===== config.mk =====
export PLATFORM = sky130hd
export DESIGN_NAME = freq_meter
export DESIGN_NICKNAME = d
export VERILOG_FILES = /design/src/rtl/freq_meter_pkg.sv /design/src/rtl/bin2bcd.sv /design/src/rtl/freq_meter.sv
export SDC_FILE = /design/constraint.sdc
export NUM_CORES = 1
export LEC_CHECK = 0
export CAP_MARGIN = 20
export CORE_MARGIN = 1.5
export CORE_UTILIZATION = 55
export DETAILED_ROUTE_END_ITERATION = 6
export GPL_ROUTABILITY_DRIVEN = 0
export PLACE_DENSITY = 0.9
export SYNTH_ARGS = -nofsm -noshare
export SYNTH_HDL_FRONTEND = slang
export SYNTH_SLANG_ARGS = --single-unit

===== constraint.sdc =====
create_clock -name clk -period 2.8 [get_ports clk]
set_input_delay 0.28 -clock clk [delete_from_list [all_inputs] [get_ports clk]]
set_output_delay 0.28 -clock clk [all_outputs]
set_load 0.02 [all_outputs]

===== src/rtl/freq_meter_pkg.sv =====
// freq_meter shared constants, converter state encoding and BCD helpers.
// Items: default gate length, counter width, BCD width, FSM states.
package freq_meter_pkg;

  localparam int GATE_CYCLES_DEF = 100000000;
  localparam int CNT_W_DEF = 27;
  localparam int BCD_W = 32;
  localparam int BCD_MAX = 99999999;

  typedef enum logic [1:0] {
    IDLE,
    SHIFT,
    DONE
  } bcd_state_t;

  // Add 3 to every digit >= 5 ahead of a double-dabble shift.
  function automatic logic [BCD_W-1:0] bcd_adj(
    input logic [BCD_W-1:0] v
  );
    logic [BCD_W-1:0] r;
    r = v;
    for (int i = 0; i < BCD_W / 4; i++) begin
      if (r[4*i +: 4] >= 4'd5) begin
        r[4*i +: 4] = r[4*i +: 4] + 4'd3;
      end
    end
    return r;
  endfunction

  // Counts past eight decimal digits read as all nines.
  function automatic logic [BCD_W-1:0] bcd_clamp(
    input logic [BCD_W-1:0] v
  );
    return (v > BCD_W'(BCD_MAX)) ? BCD_W'(BCD_MAX) : v;
  endfunction

endpackage


===== src/rtl/bin2bcd.sv =====
// bin2bcd: sequential double-dabble, one bit per cycle (W cycles).
// Ports: clk, rstn, start, bin[W], bcd[32], done. Built with FREQ_METER_BCD_EN.
`ifdef FREQ_METER_BCD_EN
import freq_meter_pkg::*;

module bin2bcd #(
  parameter int W = CNT_W_DEF
) (
  input  logic             clk,
  input  logic             rstn,
  input  logic             start,
  input  logic [W-1:0]     bin,
  output logic [BCD_W-1:0] bcd,
  output logic             done
);

  localparam int CW = $clog2(W + 1);

  bcd_state_t       state;
  bcd_state_t       state_nx;
  logic [CW-1:0]    cnt;
  logic [W-1:0]     sh;
  logic [BCD_W-1:0] acc;
  logic [BCD_W-1:0] adj;
  logic [BCD_W-1:0] acc_nx;
  logic             last;

  assign last   = (cnt == CW'(W - 1));
  assign adj    = bcd_adj(acc);
  assign acc_nx = (adj << 1) | BCD_W'(sh[W-1]);
  assign done   = (state == DONE);

  always_ff @(posedge clk or negedge rstn) begin
    if (!rstn) state <= IDLE;
    else       state <= state_nx;
  end

  always_comb begin
    state_nx = state;
    unique case (state)
      IDLE:    if (start) state_nx = SHIFT;
      SHIFT:   if (last) state_nx = DONE;
      DONE:    state_nx = IDLE;
      default: state_nx = IDLE;
    endcase
  end

  always_ff @(posedge clk or negedge rstn) begin
    if (!rstn) begin
      cnt <= '0;
      sh  <= '0;
      acc <= '0;
      bcd <= '0;
    end else begin
      case (state)
        IDLE: begin
          if (start) begin
            cnt <= '0;
            acc <= '0;
            sh  <= W'(bcd_clamp(BCD_W'(bin)));
          end
        end
        SHIFT: begin
          acc <= acc_nx;
          sh  <= sh << 1;
          cnt <= cnt + CW'(1);
          if (last) bcd <= acc_nx;
        end
        default: ;
      endcase
    end
  end

endmodule
`endif


===== src/rtl/freq_meter.sv =====
// freq_meter: counts i_sig rising edges per GATE_CYCLES-cycle gate.
// Ports: clk, rstn, i_en, i_sig -> o_freq/o_valid, o_bcd/o_bcd_valid (FREQ_METER_BCD_EN).
import freq_meter_pkg::*;

module freq_meter #(
  parameter int GATE_CYCLES = GATE_CYCLES_DEF,
  parameter int CNT_W       = CNT_W_DEF
) (
  input  logic             clk,
  input  logic             rstn,
  input  logic             i_en,
  input  logic             i_sig,
  output logic [CNT_W-1:0] o_freq,
  output logic             o_valid,
  output logic [BCD_W-1:0] o_bcd,
  output logic             o_bcd_valid
);

  localparam int GW = $clog2(GATE_CYCLES);

  logic [2:0]       sync;
  logic             rise;
  logic [GW-1:0]    gcnt;
  logic             term;
  logic [CNT_W-1:0] ecnt;
  logic [CNT_W-1:0] ecnt_inc;
  logic [CNT_W-1:0] ecnt_nx;

  assign rise     = sync[1] & ~sync[2];
  assign term     = i_en && (gcnt == GW'(GATE_CYCLES - 1));
  assign ecnt_inc = (&ecnt) ? ecnt : ecnt + CNT_W'(1);
  assign ecnt_nx  = rise ? ecnt_inc : ecnt;

  // The terminal-cycle edge lands in o_freq; the next gate starts empty.
  always_ff @(posedge clk or negedge rstn) begin
    if (!rstn) begin
      sync    <= '0;
      gcnt    <= '0;
      ecnt    <= '0;
      o_freq  <= '0;
      o_valid <= 1'b0;
    end else begin
      sync    <= {sync[1:0], i_sig};
      o_valid <= term;
      if (!i_en) begin
        gcnt <= '0;
        ecnt <= '0;
      end else if (term) begin
        gcnt   <= '0;
        ecnt   <= '0;
        o_freq <= ecnt_nx;
      end else begin
        gcnt <= gcnt + GW'(1);
        ecnt <= ecnt_nx;
      end
    end
  end

`ifdef FREQ_METER_BCD_EN
  bin2bcd #(
    .W(CNT_W)
  ) u_bcd (
    .clk  (clk),
    .rstn (rstn),
    .start(o_valid),
    .bin  (o_freq),
    .bcd  (o_bcd),
    .done (o_bcd_valid)
  );
`else
  assign o_bcd       = '0;
  assign o_bcd_valid = 1'b0;
`endif

endmodule


# Word-level counts from Yosys, hierarchy flattened

Index checks and enable logic that the tools add are counted.

Register bits: 85
Bits in latches: 0
Memory bits (writable): 0
ROM bits: 0
Input port bits: 4
Output and inout port bits: 61
Word-level logic and storage cells: 19
Memories kept: 0

Add/subtract/negate cells: 2
$mul: 0
Div/mod/pow operators: 0
Order comparisons: 0
Eq/ne operators: 1
Shifts and indexed selects: 0
Multiplexer cells: 6
Bitwise operators: 2
Reductions and logical operators: 3

Operator list:

| kind                                          | count |
|---|---|
| two-way mux 27 bit                            | 6 |
| adder 27 x 1 -> 27 bit, second input constant | 2 |
| == test 27 bit, second input constant         | 1 |
| AND reduction 27 bit                          | 1 |
| AND reduction 2 bit                           | 1 |
| bitwise AND 1 bit                             | 1 |
| logical AND 1 bit                             | 1 |
| NOT 1 bit                                     | 1 |

# Longest topological paths before layout

Word-level depth: 5
Mapped depth: 8
Depth with buffers taken out: 6

# Least setup slack after synthesis

No wires, ideal clock.

Path type: register to register
Start point: register gcnt[9]
End point: register gcnt[1]
Arrival: 2049 ps
Required time: 2681 ps
Path slack: 632 ps
Cell stages (with the launch flop): 7
Path buffers: 1
Clock period less this slack: 2168 ps
Cell sequence: dfrtp_1 -> or4b_1 -> or3_1 -> or3_1 -> buf_6 -> and2_0 -> and2_1

Cells in the longest elaborated chain, start to end: 4

Ends and longest elaborated chain:

| item                   | line             | text |
|---|---|---|
| from (decl)            | freq_meter.sv:23 | `logic [GW-1:0] gcnt;` |
| from (signal assigned) | freq_meter.sv:53 | `gcnt <= gcnt + GW'(1);` |
| == test 27 bit         | freq_meter.sv:30 | `assign term = i_en && (gcnt == GW'(GATE_CYCLES - 1));` |
| logical AND 1 bit      | freq_meter.sv:30 |  |
| two-way mux 27 bit     | freq_meter.sv:48 | `end else if (term) begin` |
| two-way mux 27 bit     | freq_meter.sv:45 | `if (!i_en) begin` |

Every way passes these cells.
A chain may end at the register's enable or synchronous reset.

# Worst setup path in the final report

Start point: register gcnt[9]
End point: register ecnt[25]

Cells in the longest elaborated chain, start to end: 4

Ends and longest elaborated chain:

| item                 | line             | text |
|---|---|---|
| == test 27 bit       | freq_meter.sv:30 |  |
| logical AND 1 bit    | freq_meter.sv:30 |  |
| two-way mux 27 bit   | freq_meter.sv:48 |  |
| two-way mux 27 bit   | freq_meter.sv:45 |  |
| to (signal assigned) | freq_meter.sv:54 | `ecnt <= ecnt_nx;` |
| to (decl)            | freq_meter.sv:25 | `logic [CNT_W-1:0] ecnt;` |

Every way passes these cells.

==> results by stage <==
Pwr:
- In this run the power spent charging and discharging nets is 0.000548 W.
- IR analysis of the VDD net gives a maximum drop of around 360 uV.
- The cell-internal power is 0.00176 W.
- The share of power burned in combinational logic is 0.046.
- Summed over all cells, the static leakage comes to just over 2 nW.
- The proportion of power drawn by the clock network is 0.416.
- The power density over the cells is 468 nW/um^2.
- Of the total power, the share spent switching nets is 0.238.
- The share of total power dissipated in sequential elements is 0.538.

Drt:
- The via count normalized by instance count is 5.85.
- The length of the first detailed-routing pass in iterations is 6.
- The count of nets left with antenna violations once routing finished came out at 0.
- In the final routed layout, each cell accounts on average for between 15 and 20 um.
- The via count of the routed design is 3532.
- After detailed routing, the number of remaining DRC violations is 0.
- The routed design has slightly above 9000 um of wire.
- The number of violations reported at the end of detailed-routing iteration 0 is around 260.

Synth:
- The leading register cell type out of synthesis is dfrtp_1.
- Counting flops with a built-in enable in the synthesized netlist gives 0.
- The unique cell type count in the Yosys netlist is 48.
- By area the synthesized netlist is led by dfrtp_1 (48%), buf_4 (5.6%), nor2_1 (4.4%), nand2_1 (4.0%), xor2_1 (3.9%).
- The proportion of register bits with asynchronous set or reset after synthesis is 1.00.
- After synthesis the netlist holds a flip-flop and latch count of 85.
- The share of synthesized area occupied by flip-flops and latches is 0.478.
- For this run, the number of Yosys warnings is 0.
- The synthesized netlist cell count is 467.
- The largest area contributor in the netlist is dfrtp_1.
- The synthesized area is 4450 um^2.
- In this run the mean area of a mapped cell was 9.53 um^2.
- The commonest cells after synthesis are dfrtp_1 (85), nor2_1 (52), nand2_1 (47).
- By instance count, the leading cell after synthesis is dfrtp_1.
- The area share of the largest cell type after synthesis is 0.478.

Global routing:
- The number of global-route vias before repair was around 3300.
- The first-pass GRT wire length is 15600 um.
- The total grt overflow is 0.
- Entering global routing, the biggest net connects 86 pins.
- The number of antenna violations at the first check in global routing came to 0.
- For this run, the total global-route usage over all layers was measured as 0.229.

Clock tree:
- The quantity of hold-fixing buffers added after cts is 0.
- The number of clock sinks is 85.
- The longest clock path from root to sink contains 2 buffers.
- TritonCTS built the clock tree.
- The CTS buffer count is 9.
- The tree is rooted in a clkbuf_8.
- The deepest level of the CTS H-tree is 3.
- After clock tree synthesis, the clock-pin slew on the worst setup and hold paths is 0.09 ns.
- The clock latency of the later-clocked register in the worst-skew pair is approximately 0.36 ns.
- The number of gates given a new drive strength after cts is 0.
- The post-CTS repair timing setup buffer count is 0.

Finish:
- The area taken by multi-input logic gates is 2050 um^2.
- Fill cells in the final layout number roughly 640.
- The number of diodes is 0.
- The finished cells cover 4930 um^2.
- For this run, the share of the core covered by cells in the final layout is 0.635.
- The sequential cell area is 2130 um^2.
- The net count of the finished layout is 503.
- The synthesis-to-layout area growth is 10.7%.
- In the final layout, the share of cells above drive strength 1 is 0.0677.

Flow run:
- The tool flagged a number of max-cap violations equal to 0.

Floorplanning:
- The total core area is 7770 um^2.
- The die covers 8640 um^2.
- The die is 93.0 um tall.
- The initial utilization of the core area, before any placement, comes to 0.573.
- In this run the horizontal extent of the chip is ~93 um.
- Row generation in the floorplan step produced 32 rows.
- The number of placed I/O pins is 65.

Setup path:
- The cell at the slowest stage of the critical path is or4b_1.
- The worst register-to-register path begins at gcnt[9].
- The most critical setup path has its endpoint at ecnt[25].
- The category of cells accounting for the largest share of critical-path delay is simple AND/OR/NAND/NOR gates.
- Along the worst path, the maximum fanout reaches 52.
- The depth of the critical timing path with buffers and inverters included is 5.
- The stage delay of the slowest cell on the critical path is 0.55 ns.
- The cell that appears most often on the critical path is or3_1.
- The type of the worst setup path is register to register.
- The data arrival time of the critical path is 2.66 ns.
- The critical path goes through or4b_1 -> or3_1 -> or3_1 -> nand2_8 -> nor2_1.
- The worst setup path is captured at a register.
- The total buffers and inverters traversed by the critical path is 0.
- For the worst flop-to-flop path, the logic depth is 5.
- The endpoint of the worst register-to-register path is ecnt[25].
- Data on the critical path is required at its endpoint by 3.03 ns.
- The critical path launch point type is a register.
- The launching element of the worst setup path is gcnt[9].
- The slack of the worst reg-to-reg path is ~0.37 ns.

Place:
- In this run the tool buffered the top-level ports with 31 buffer cells.
- After detailed placement, the total cell area comes to 4670 um^2.
- The half-perimeter wire length after detailed placement is 6450 um.

Timing:
- The clock period minus final worst setup slack is 2.43 ns.
- The max-slew violation count is 0.
- The fmax is between 0.4 and 0.5 GHz.
- Setup violations remaining at the end of the flow were counted as 0.
- The worst pin sits at a relative slew slack of 0.453.
- The part of the cycle the worst path needs is 0.867.
- The final setup TNS is 0 ns.
- The count of endpoints failing hold in the final timing report is 0.
- Setup repair after global routing left no endpoint under its margin.
- The actual slew at the worst max-slew pin is 0.814 ns.
- On the final layout, the worst clock skew is ~0.017 ns.

Min path:
- The classification of the worst-slack hold path is register to register.

Run status:
- The run finished with clean final reports.
worst min path at each step:
stage                     startpoint          to  cells after the start  slack, ns
final                        sync[0]     sync[1]                      0       0.35
after global routing           i_sig     sync[0]                      1       0.35
after CTS                       rstn  o_freq[20]                      1       0.14
after detailed placement     sync[0]     sync[1]                      0       0.34
after global placement       sync[0]     sync[1]                      0       0.34
after floorplan                 rstn     ecnt[0]                      0      -0.02
power groups by stage:
stage                     sequential [W]  combinational, W  clock (W)
after floorplan                  0.00126          0.000106          0
after global placement           0.00127         0.0000973          0
after detailed placement         0.00127          0.000101          0
after CTS                        0.00124          0.000101   0.000970
after global routing             0.00124          0.000119    0.00103
final                            0.00124          0.000106   0.000959
per-layer routing:
metal	vias to the layer above	part of all wire	track usage	wire, um
met5	-	0	0	0
met4	0	0.026	0.104	239
met3	28	0.055	0.0452	511
met2	141	0.52	0.387	4810
met1	1710	0.40	0.282	3650
li1	1653	-	-	-
metrics by stage:
stage	total power [W]	cells	setup WS [ns]	hold slack, ns
floorplan	0.00137	499	0.632	-0.0156
global placement	0.00136	586	0.419	0.337
detailed placement	0.00137	586	0.220	0.336
CTS	0.00231	602	0.377	0.143
global route	0.00239	604	0.222	0.345
finish	0.00231	604	0.372	0.354
logic make-up after synthesis:
logic type / count (synthesis) / synth area share
xor+xnor: 37 / 0.0728
simple gates: 220 / 0.263
compound gates: 66 / 0.0880
flops: 85 / 0.478
buf+inv: 54 / 0.0874
other cells: 1 / 0.000843
fa+ha+maj: 2 / 0.00562
mux: 2 / 0.00450
state kept, by name, summed over array words and instances (netlist names):
signal,flops
ecnt,27
gcnt,27
o_valid,1
sync,3
o_freq,27
layout by cell type, fill, tap and decap left out, types with 3 or more instances in the layout:
cell type         n
a21oi_1          20
clkbuf_8          9
buf_4             7
and4_1            8
nor4_1            5
clkdlybuf4s50_1  30
o21ai_0          13
nand4_1          21
a31oi_1           6
xor2_1           20
xnor2_1          17
conb_1           33
and3_1           10
and2_1            7
or4_1            12
nand3_1          26
o211ai_1          8
o21ai_1           9
nand2_1          47
dfrtp_1          85
nor2_1           52
nor3_1            3
or3_1            12
cell type report:
cell class,count,area share
Clock buffer,9,0.0251
Clock inverter,7,0.0198
Inverter,2,0.00152
Multi-Input combinational cell,360,0.417
Sequential cell,85,0.432
Tap cell,102,0.0259
Timing Repair Buffer,39,0.0792
(Power assumes the default switching activity.)
